**src/rtl/handshake_fifo.sv**
```systemverilog
// handshake_fifo: elastic FIFO stage whose in_ready is derived only from registered state.
// Optional zero-latency pass-through when empty is enabled by defining LOOM_FIFO_BYPASS_EN.
module handshake_fifo #(
  parameter int unsigned WIDTH = 32,
  parameter int unsigned DEPTH = 2
) (
  input  logic                       clk,
  input  logic                       rst,
  input  logic                       in_valid,
  output logic                       in_ready,
  input  logic [WIDTH-1:0]           in_data,
  output logic                       out_valid,
  input  logic                       out_ready,
  output logic [WIDTH-1:0]           out_data,
  output logic [$clog2(DEPTH+1)-1:0] count
);

  localparam int unsigned PW = (DEPTH > 1) ? $clog2(DEPTH) : 1;
  localparam int unsigned CW = $clog2(DEPTH + 1);
  localparam logic [PW-1:0] LAST_PTR = PW'(DEPTH - 1);

  if (DEPTH < 1) begin : g_bad_depth
    $error("handshake_fifo: DEPTH must be >= 1");
  end

  logic [WIDTH-1:0] mem_q [DEPTH];
  logic [PW-1:0]    wr_ptr_q, wr_ptr_d;
  logic [PW-1:0]    rd_ptr_q, rd_ptr_d;
  logic [CW-1:0]    count_q, count_d;
  logic             wr_en_c, rd_en_c;

  function automatic logic [PW-1:0] next_ptr(input logic [PW-1:0] p);
    return (p == LAST_PTR) ? '0 : p + PW'(1);
  endfunction

  // Handshake outputs and next-state; ready never looks at out_ready.
  always_comb begin
    in_ready  = !rst && (count_q != CW'(DEPTH));
    out_valid = !rst && (count_q != '0);
    out_data  = mem_q[rd_ptr_q];
    wr_en_c   = in_valid && in_ready;
    rd_en_c   = out_valid && out_ready;
`ifdef LOOM_FIFO_BYPASS_EN
    // Empty with a word arriving: present it directly, store it only if not taken.
    if (!rst && (count_q == '0) && in_valid) begin
      out_valid = 1'b1;
      out_data  = in_data;
      wr_en_c   = !out_ready;
      rd_en_c   = 1'b0;
    end
`endif
    wr_ptr_d = wr_ptr_q;
    rd_ptr_d = rd_ptr_q;
    count_d  = count_q;
    if (wr_en_c) wr_ptr_d = next_ptr(wr_ptr_q);
    if (rd_en_c) rd_ptr_d = next_ptr(rd_ptr_q);
    case ({wr_en_c, rd_en_c})
      2'b10:   count_d = count_q + CW'(1);
      2'b01:   count_d = count_q - CW'(1);
      default: count_d = count_q;
    endcase
  end

  always_ff @(posedge clk) begin
    if (rst) begin
      wr_ptr_q <= '0;
      rd_ptr_q <= '0;
      count_q  <= '0;
    end else begin
      wr_ptr_q <= wr_ptr_d;
      rd_ptr_q <= rd_ptr_d;
      count_q  <= count_d;
    end
  end

  // Storage is intentionally not reset; occupancy tracking makes stale words invisible.
  always_ff @(posedge clk) begin
    if (wr_en_c) mem_q[wr_ptr_q] <= in_data;
  end

  assign count = count_q;

endmodule

```
**config.mk**
```make
export PLATFORM = sky130hd
export DESIGN_NAME = handshake_fifo
export DESIGN_NICKNAME = d
export VERILOG_FILES = /design/src/rtl/handshake_fifo.sv
export SDC_FILE = /design/constraint.sdc
export NUM_CORES = 1
export LEC_CHECK = 0
export ABC_AREA = 1
export CAP_MARGIN = 20
export CORE_ASPECT_RATIO = 1.75
export CORE_MARGIN = 5
export CORE_UTILIZATION = 45
export CTS_BUF_LIST = sky130_fd_sc_hd__clkbuf_8
export DETAILED_ROUTE_END_ITERATION = 12
export HOLD_SLACK_MARGIN = 0.03
export PLACE_DENSITY = 0.83
export SLEW_MARGIN = 20
export SYNTH_ARGS = -nofsm -noshare
export SYNTH_HDL_FRONTEND = slang
export SYNTH_SLANG_ARGS = --single-unit
export TNS_END_PERCENT = 100
```
**constraint.sdc**
```tcl
create_clock -name clk -period 3.6 [get_ports clk]
set_input_delay 0.72 -clock clk [delete_from_list [all_inputs] [get_ports clk]]
set_output_delay 0.72 -clock clk [all_outputs]
set_load 0.1 [all_outputs]
```
; Yosys cells after proc, flatten, opt, wreduce, memory -nomap -nowiden
; Memory sizes are Yosys's and may differ from the RTL's. A register that Yosys moved wholly into a read port is not among the register bits.
; Cells that the tools add are included.
[word_totals]
regBits = 4
latchBits = 0
ramBits = 64
rom_bits = 0
in_bits = 36
out_inout_bits = 36
word_cells = 25
mem_count = 1
[op_classes]
add_sub_neg = 4
mul = 0
div = 0
n_lt_le_gt_ge = 0
eq_ne = 3
shift = 0
muxes = 7
bitwise = 0
reduce_logical = 7
[mem_list]
columns = name, words, word_bits, read_ports, rd_clocked_by_memory_dff, wr, line
row1 = mem_q, 2, 32, 1, 1, 1, 26  ; logic [WIDTH-1:0] mem_q [DEPTH];
[ops]
columns = op, count
row1 = $mux W1, 6
row2 = $logic_and A1 B1 Y1, 4
row3 = $pmux W2 S2, 1
row4 = $reduce_bool A2 Y1, 2
row5 = $add A1 B1 Y1 const B, 2
row6 = $add A2 B1 Y2 const B, 1
row7 = $eq A2 B1 Y1 const B, 1
row8 = $eq A2 B2 Y1 const B, 1
row9 = $ne A2 B2 Y1 const B, 1
row10 = $sub A2 B1 Y2 const B, 1
row11 = $logic_not A1 Y1, 1

; Depth between registers and ports, before layout
; Gate-level depths: netlist of the first run.
[logic_depth]
word_depth = 5
ltp_mapped = 10
depth_no_buf = 10

; Worst setup path before layout of the first run
; Ideal clock, no wire load.
[synth_timing]
path_type = flip-flop to output port
from = reg count_q[0] (netlist: count[0])
to = out out_valid
arrival_time_ns = 2.665
t_required_ns = 2.880
path_slack_ns = 0.215
stages_incl_launch_ff = 3
n_path_buf = 0
cell_sequence = dfxtp_1 inv_2 a21oi_1
[synth_via]
elab_chain_cells = 2
[synth_rtl]
columns = element, line
row1 = from (decl), 29  ; logic [CW-1:0] count_q, count_d;
row2 = from (signal assigned), 72  ; count_q <= count_d;
row3 = $reduce_bool A2 Y1, 39  ; out_valid = !rst && (count_q != '0);
row4 = $logic_and A1 B1 Y1, 39
row5 = to (decl), 12  ; output logic out_valid,
; Every way passes these cells.

; Worst setup path in the final report of the first run
[layout_timing]
from = reg count_q[1] (netlist: count[1])
to = out count[1]
[layout_lines]
columns = element, line
row1 = to (decl), 15  ; output logic [$clog2(DEPTH+1)-1:0] count
; No word-level cell between the ends.

==> impl_results.md, run 1 <==
* RR Endpoint: mem_q[0][1]$_DFFE_PP_
* CTS tree: done
* Status: completed
* Placeable Area at 0.00593 mm2
* Slowest-stage cell, CP: clkdlybuf4s50_1
* Area grow syn2layout at 30.9%
* Flop pwr share at 48.9%
* Clock-pin slew on the worst setup and hold paths at 0.06 ns
* Yosys warnings at 0
* Worst hold stages at 4
* FF-to-FF path depth at 4
* Post-Synthesis Cells at 144
* Internal at 0.00134 W
* Crit Path Category: reg2out
* RSZ-0062 raised after global routing: false
* First DRT Iteration DRCs at 42
* Switching power at around 0.00055 W
* Most frequent cells in the layout: edfxtp_1 (64), clkdlybuf4s50_1 (37), buf_4 (36), mux2_4 (30), inv_1 (13)
* Register area share after synthesis at 73.8%
* Placer congestion estimate at ~0.67
* Leak Pwr at 1.38 nW
* VDD IR max at 0.000315 V
* Setup slack at placement at 0.911 ns
* Die area at 0.00781 mm2
* Switching Fraction at roughly 29%
* Tmin final at 2.64 ns
* Share of cells above drive strength 1 at 36.0%
* HPWL Detailed at 3250 um
* Post-synth top area share at 70.1%
* Hold/Removal Path Class: reg2reg
* Reg-to-reg slack, setup at 1.78 ns
* Type of origin of the critical path: flop
* Skew final at 0.00601 ns
* Most common cell after layout, fill and taps aside: edfxtp_1
* Number of remaining DRC errors at 0
* Clk Tree Root Cell: clkbuf_8
* Via density at 4.71
* Pins Over Slew Limit at 0
* Mean Syn Cell Area at about 19 um2
* Cell Chain, Critical Path: clkdlybuf4s50_1
* Final ANT Viol Nets at 0
* Final setup vio count at 0
* Top cells by area, synth: edfxtp_1 (70%), mux2_4 (16%), dfxtp_1 (3.7%)
* Crit share post-route at 73.4%
* Post-Route WL at 4640 um
* Worst skew pair latency at 0.32 ns
* WL/cell at 15.2 um
* Clock group share of total power at 28.8%
* Pre-antenna DRT Iters at 4
* Clock Path Buffers at 2
* Aggregate global-route resource usage at 12.2%
* Critical Path AT at around 1.9 ns
* CP Buf/Inv Count at 1
* Register bit total from synthesis at 69
* Combinational power share at 22.3%
* Worst hold start: rd_ptr_q$_SDFFE_PP0P_
* Nets@finish at 261
* Max-slew headroom at between 30 and 40%
* Critical Path RT at 2.88 ns
* Starting Density at 46.3%
* Max Cap Viol at 0
* PortBufs at 71
* Setup crit end kind: output pin
* GRT overflow at 0
* Yosys top cell by area: edfxtp_1
* Fin. Hold Viols at 0
* Syn nets at 181
* Synth cell types at 16
* Top delay family on crit path: buffers and inverters
* FMAX at approximately 0.38 GHz
* Die Y at 113 um
* Least-Margin Pin Slew at approximately 0.98 ns
* Setup tns final at 0 ns
* Vias in the first global route at 1509
* Largest net degree at the start of global routing at 33
* First-pass GRT wire length at 7250 um
* Antenna violations before repair at 0
* Setup WS post-layout at between 0.9 and 1 ns
* TritonCTS buffer count at 9
* # Post-CTS Setup Buffers at 0
* FP Rows at 37
* CP peak stage delay at roughly 1.2 ns
* Critical R2R Launch: count[0]$_SDFFE_PP0P_
* N_diodes at 0
* Horiz. Die Dim at 69 um
* Post-CTS Hold Buffers at 0
* # H-tree levels at 3
* I/O pin count at 72
* Mapped Area at 0.00274 mm2
* Top fanout value on the critical path at 6
* CTS Sinks at 69
* Routed vias at around 1.4k
* # resized after CTS at 0
* Pwr Density at 525 mW/mm2
-- sequential cells by signal (all words and copies together) (netlist names), named ones only --
register and flops:
wr_ptr_q 1, mem_q 64, count 2, rd_ptr_q 1
-- cell usage after synthesis --
| master | instances |
|---|---|
| nor2_1 | 8 |
| edfxtp_1 | 64 |
| nand2_1 | 10 |
| dfxtp_1 | 5 |
| mux2_4 | 30 |
| inv_2 | 1 |
| nand4_1 | 3 |
| buf_12 | 3 |
| o21ai_0 | 1 |
| a21oi_1 | 3 |
| nand3_1 | 1 |
| nand3_2 | 1 |
| inv_1 | 10 |
| ha_1 | 1 |
| buf_6 | 1 |
| mux2_2 | 2 |
-- how the worst max path moves through the flow --
stage	start	end	slack [ns]	cells after the start
global route	count[1]$_SDFFE_PP0P_	count[1]	0.89	1
floorplan	count[0]$_SDFFE_PP0P_	out_valid	0.21	2
detailed placement	rst	mem_q[0][26]$_DFFE_PP_	0.91	4
CTS	count[1]$_SDFFE_PP0P_	count[1]	0.95	1
global placement	rst	mem_q[0][21]$_DFFE_PP_	0.99	4
finish	count[1]$_SDFFE_PP0P_	count[1]	0.96	1
-- cells by family after synthesis --
kind of cell	share of synthesized area, %
adder cells (fa/ha/maj)	0.456
AO/OA/AOI/OAI	0.730
flip-flops	73.8
multiplexers	17.3
AND/OR/NAND/NOR	3.70
buffers and inverters	4.11
-- layer usage --
metal  GRT usage, %  share of wire, %
met5              0                 0
met3           5.07               6.2
met2           22.0                55
met4           5.48               1.5
met1           12.0                38
-- power by group through the flow --
stage	logic, W	registers, W	clock network [W]
after CTS	0.000423	0.000922	0.000564
after global routing	0.000434	0.000925	0.000596
final	0.000420	0.000922	0.000543
after global placement	0.000419	0.000937	0
after detailed placement	0.000422	0.000939	0
after floorplan	0.000310	0.000952	0
-- through the flow --
step | power (W) | cells | hold WS (ns) | util (%) | area, um2
after global routing | 0.00196 | 306 | 0.587 | 60.6 | 3590
after floorplan | 0.00126 | 144 | 0.501 | - | 2740
after CTS | 0.00191 | 306 | 0.552 | 60.6 | 3590
final | 0.00188 | 306 | 0.553 | 60.6 | 3590
after global placement | 0.00136 | 291 | 0.521 | 57.7 | 3420
after detailed placement | 0.00136 | 291 | 0.538 | 57.7 | 3420
-- area by class of cell --
| class | count | area (um2) |
|---|---|---|
| fillers | 465 | 2340 |
| flip-flops and latches | 69 | 2020 |
| repair buffers | 73 | 641 |
| multi-input cells | 60 | 614 |
| clock buffers | 9 | 124 |
| well taps | 78 | 97.6 |
| clock inverters | 6 | 48.8 |
| inverters | 11 | 41.3 |
Power figures use the tool's default switching activity.
==> run 2, diff against run 1 <==
clock period = 2.75 ns   (was 3.6 ns; I/O delays follow)
==> run 2 against run 1 <==
Setup slack got worse by 0.57 ns. Sequential share of layout area decreased by 1.1 points. Sequential power increased by 31%. Clock power increased by 36%. Register-to-register slack got worse by 0.51 ns. Critical path type unchanged. Critical endpoint is now out_data[10].
==> impl_results.md, run 2 (same netlist as run 1, synthesis figures left out) <==
* Post-Route WL at 4580 um
* Final setup vio count at 0
* Via density at 4.72
* Tmin final at 2.36 ns
* First DRT Iteration DRCs at between 60 and 70
* Number of remaining DRC errors at 0
* CTS Sinks at 69
* Placer congestion estimate at 0.739
* I/O pin count at between 70 and 80
* First-pass GRT wire length at 7320 um
* Least-Margin Pin Slew at between 0.5 and 0.6 ns
* Critical Path RT at 2.20 ns
* Critical Path AT at 1.81 ns
* Clk Tree Root Cell: clkbuf_8
* Max-slew headroom at 64.5%
* Max FFs per register at 64
* VDD IR max at ~0.00047 V
* Setup crit end kind: output pin
* Largest register by flop count: mem_q
* Nets@finish at 264
* Max Cap Viol at 0
* Top fanout value on the critical path at 17
* Critical path destination: out_data[10]
* Antenna violations before repair at 0
* Hold/Removal Path Class: reg2reg
* WL/cell at 14.8 um
* Pwr Density at ~690 mW/mm2
* Most frequent cells in the layout: edfxtp_1 (64), buf_4 (38), clkdlybuf4s50_1 (35), mux2_4 (30)
* Worst skew pair latency at approximately 0.34 ns
* Crit Path Category: reg2out
* Leak Pwr at 1.40 nW
* Critical R2R Launch: count[0]$_SDFFE_PP0P_
* Routed vias at 1463
* Aggregate global-route resource usage at 12.6%
* RR Endpoint: count[1]$_SDFFE_PP0P_
* Type of origin of the critical path: flop
* Starting Density at 46.3%
* HPWL Detailed at 3370 um
* Largest net degree at the start of global routing at 21
* Die area at 0.00781 mm2
* Final core utilization at 61.8%
* TritonCTS buffer count at 9
* FF-to-FF path depth at 9
* Clock Path Buffers at 2
* # H-tree levels at 3
* FP Rows at 37
* Most common cell after layout, fill and taps aside: edfxtp_1
* PortBufs at 71
* Reg-to-reg slack, setup at 1.27 ns
* Post-CTS Hold Buffers at 0
* Horiz. Die Dim at around 69 um
* Layout filler cell count at 478
* Share of cells above drive strength 1 at 39.7%
* GRT overflow at 0
* # Post-CTS Setup Buffers at 0
* Vias in the first global route at 1554
* Setup tns final at 0 ns
* N_diodes at 0
* Skew final at 0.00905 ns
* # resized after CTS at 0
* Pre-antenna DRT Iters at 4
* Worst hold start: rd_ptr_q$_SDFFE_PP0P_
* Clock-pin slew on the worst setup and hold paths at around 0.060 ns
* Status: completed
* Area grow syn2layout at 33.5%
* Final ANT Viol Nets at 0
* Fin. Hold Viols at 0
* Die Y at around 110 um
* Crit share post-route at 85.8%
* Placeable Area at ~0.0059 mm2
* FMAX at ~0.42 GHz
* RSZ-0062 raised after global routing: false
* Pins Over Slew Limit at 0
* CTS tree: done
## run 2: cell count changes in the layout (fill, tap and decap cells not counted)
cell	change
buf_12	+3
clkinv_2	+3
inv_1	-3
a21oi_1	-2
a21oi_2	+2
buf_4	+2
clkdlybuf4s50_1	-2
clkinv_1	+1
## run 2: power by group
part	leakage, nW	switching (W)	internal [W]
clock	0.0953	0.000336	0.000404
combinational	0.680	0.000386	0.000170
sequential	0.629	0.0000209	0.00119
## run 2: worst min-delay path by stage
stage,to,slack (ns),depth (start not counted)
3_5_place_dp,flop,0.53,4
6_report,flop,0.54,4
4_1_cts,flop,0.54,4
2_1_floorplan,flop,0.51,4
5_1_grt,flop,0.59,4
3_3_place_gp,flop,0.53,4
## run 2: final cells by class
type                       instances  area (um2)  share of cell area, %
clock buffer                       9         124                   3.38
clock inverter                     7        56.3                   1.54
inverter                          11        41.3                   1.13
multi-input combinational         60         622                   17.0
sequential                        69        2020                   55.3
tap                               78        97.6                   2.67
timing repair buffer              76         696                   19.0
## run 2: worst max-delay path, cell delays in order (launching register included)
cell and delay (ns):
dfxtp_2 0.67, buf_12 0.25, mux2_4 0.32, buf_4 0.23
## run 2: per-layer routing
layer  up-vias  track usage, %  share of wire, %  wire (um)
met5         -               0                 0          0
met4         0            6.65               2.4        109
met3         9            6.04               6.2        282
met2        49            22.4                56       2570
met1       701            11.8                35       1620
li1        704               -                 -          -
## run 2: stage by stage
stage	power (W)	hold WS (ns)	cell area, um2	std cells	worst slack, ns
final	0.00251	0.543	3660	310	0.391
after global routing	0.00261	0.594	3660	310	0.283
after CTS	0.00254	0.542	3660	310	0.330
after detailed placement	0.00180	0.525	3480	294	0.557
after global placement	0.00179	0.531	3480	294	0.650
after floorplan	0.00165	0.510	2750	144	0.0760
==> RTL edit (flow settings as in run 1) <==
Build with the macro `LOOM_FIFO_BYPASS_EN` defined.
--- a/src/rtl/handshake_fifo.sv
+++ b/src/rtl/handshake_fifo.sv
@@ -1,5 +1,7 @@
 // handshake_fifo: elastic FIFO stage whose in_ready is derived only from registered state.
 // Optional zero-latency pass-through when empty is enabled by defining LOOM_FIFO_BYPASS_EN.
+`define LOOM_FIFO_BYPASS_EN
+
 module handshake_fifo #(
   parameter int unsigned WIDTH = 32,
   parameter int unsigned DEPTH = 2
Function: changed (Yosys sat finds a counterexample within 4 cycles, from zero or initial values and one cycle with rst high).
==> RTL edit against run 1 <==
- total power grew 18%
- sequential power hardly changed
- combinational power is 75% higher
- design area grew 23%
- setup slack got worse by 0.45 ns
- die area grew 11%
- sequential cell count unchanged
- routed wire length increased by 29%
- area after synthesis increased by 12%
- via count increased by 46%
==> RTL edit: results (changes against run 1) <==
wire length per cell 13.5 µm (-11%); peak supply drop 373 µV (+19%); via density per instance 4.76 (+1.1%); CP max stage delay 0.51 ns (-0.67 ns); Post-Place Setup Slack 0.498 ns (-0.414 ns); drt initial violations 124 (+200%); largest net degree at the start of global routing 65 (+97%); layout cell share with drive strength beyond 1 26.6% (-9.4 points); sequential share of the synthesized area 65.8% (-8.0 points); top cells by count, synth 64 x edfxtp_1, 42 x nand2_1, 41 x inv_1, 33 x o21ai_0, 28 x nor2_1; Psw 764 µW (+40%); worst min path class flop to flop; post-detail-place hpwl 4200 µm (+29%); global placement routability congestion 0.719 (+7.1%); largest register by flop count mem_q; Setup crit start rst; first-pass GRT wire length 9640 µm (+33%); outcome finished clean; arrival time worst endpoint 2.38 ns (+0.46 ns); vias in the first global route 2136 (+42%); dominant synthesized flop cell edfxtp_1; GRT Util Overall 14.7% (+2.5 points); Distinct cells, synth 21 (+5); Clock power frac 25.5% (-3.3 points); Layout Skew 0.00614 ns (+0.000125 ns); global route overflow 0 (unchanged); relative slew slack 35.3% (+0.86 points); Crit Path Max Fanout 64 (+58); Post-synth EDFFs 64 (unchanged); nets@finish 389 (+49%); top area cells in the synthesized netlist edfxtp_1 63%, o21ai_0 5.4%, nand2_1 5.1%; Syn Nets 317 (+75%); Flop pwr share 41.4% (-7.5 points); Crit-path slowest cell clkdlybuf4s50_1; initial antenna violation count 0 (unchanged); clock-pin slew on the worst setup and hold paths 0.07 ns; Leakage 0.00167 µW (+21%); fill count 512 (+10%)
## RTL edit: cell count changes after synthesis, moves of 3 or more
cell,run 1,this run
buf_12,3,0
nor2_1,8,28
nor2_2,0,11
clkbuf_1,0,3
a21oi_1,3,25
buf_2,0,3
nand2_1,10,42
a21oi_2,0,10
mux2_4,30,0
inv_1,10,41
o21ai_0,1,33
buf_6,1,5
## RTL edit: worst paths after layout
| path | endpoint | slack [ns] | cells after the start |
|---|---|---|---|
| worst max-delay path | out_data[31] | 0.50 | 5 |
| worst min-delay path | flop | 0.57 | 4 |
| worst min register to register | flop | 0.57 | 4 |
| worst max register to register | mem_q[0][15]$_DFFE_PP_ | 1.79 | 5 |
## RTL edit: per-layer routing
layer	GRT usage, %	vias to the layer above	share of wire (%)
met4	7.62	0	2.3
met2	27.5	44	57
li1	-	1081	-
met3	3.21	12	4.1
met5	0	-	0
met1	14.3	963	36
## RTL edit: cell families (layout without fill, tap and decap cells)
group / count (synthesis) / count (layout) / synth area share, %
and+or+nand+nor: 87 / 87 / 12.9
DFF: 69 / 69 / 65.8
adders and majority gates: 1 / 1 / 0.407
buffers and inverters: 54 / 131 / 8.43
AOI/OAI and AO/OA: 69 / 69 / 12.5
## RTL edit: metrics by stage
stage	util (%)	power (µW)	instance area, µm²	instances	hold WS [ns]
after CTS	65.2	2240	4400	441	0.567
after detailed placement	62.5	1680	4220	425	0.554
after floorplan	-	1400	3150	280	0.509
final	65.2	2220	4400	441	0.565
after global routing	65.2	2310	4400	441	0.597
after global placement	62.5	1670	4220	425	0.517
## RTL edit: layout make-up
cell class	count	area, µm²	share of cell area, %
clock buffer	9	124	2.81
clock inverter	7	57.6	1.31
inverter	41	154	3.49
multi-input combinational	157	880	20.0
sequential	69	2020	45.9
tap	84	105	2.39
timing repair buffer	74	1060	24.1
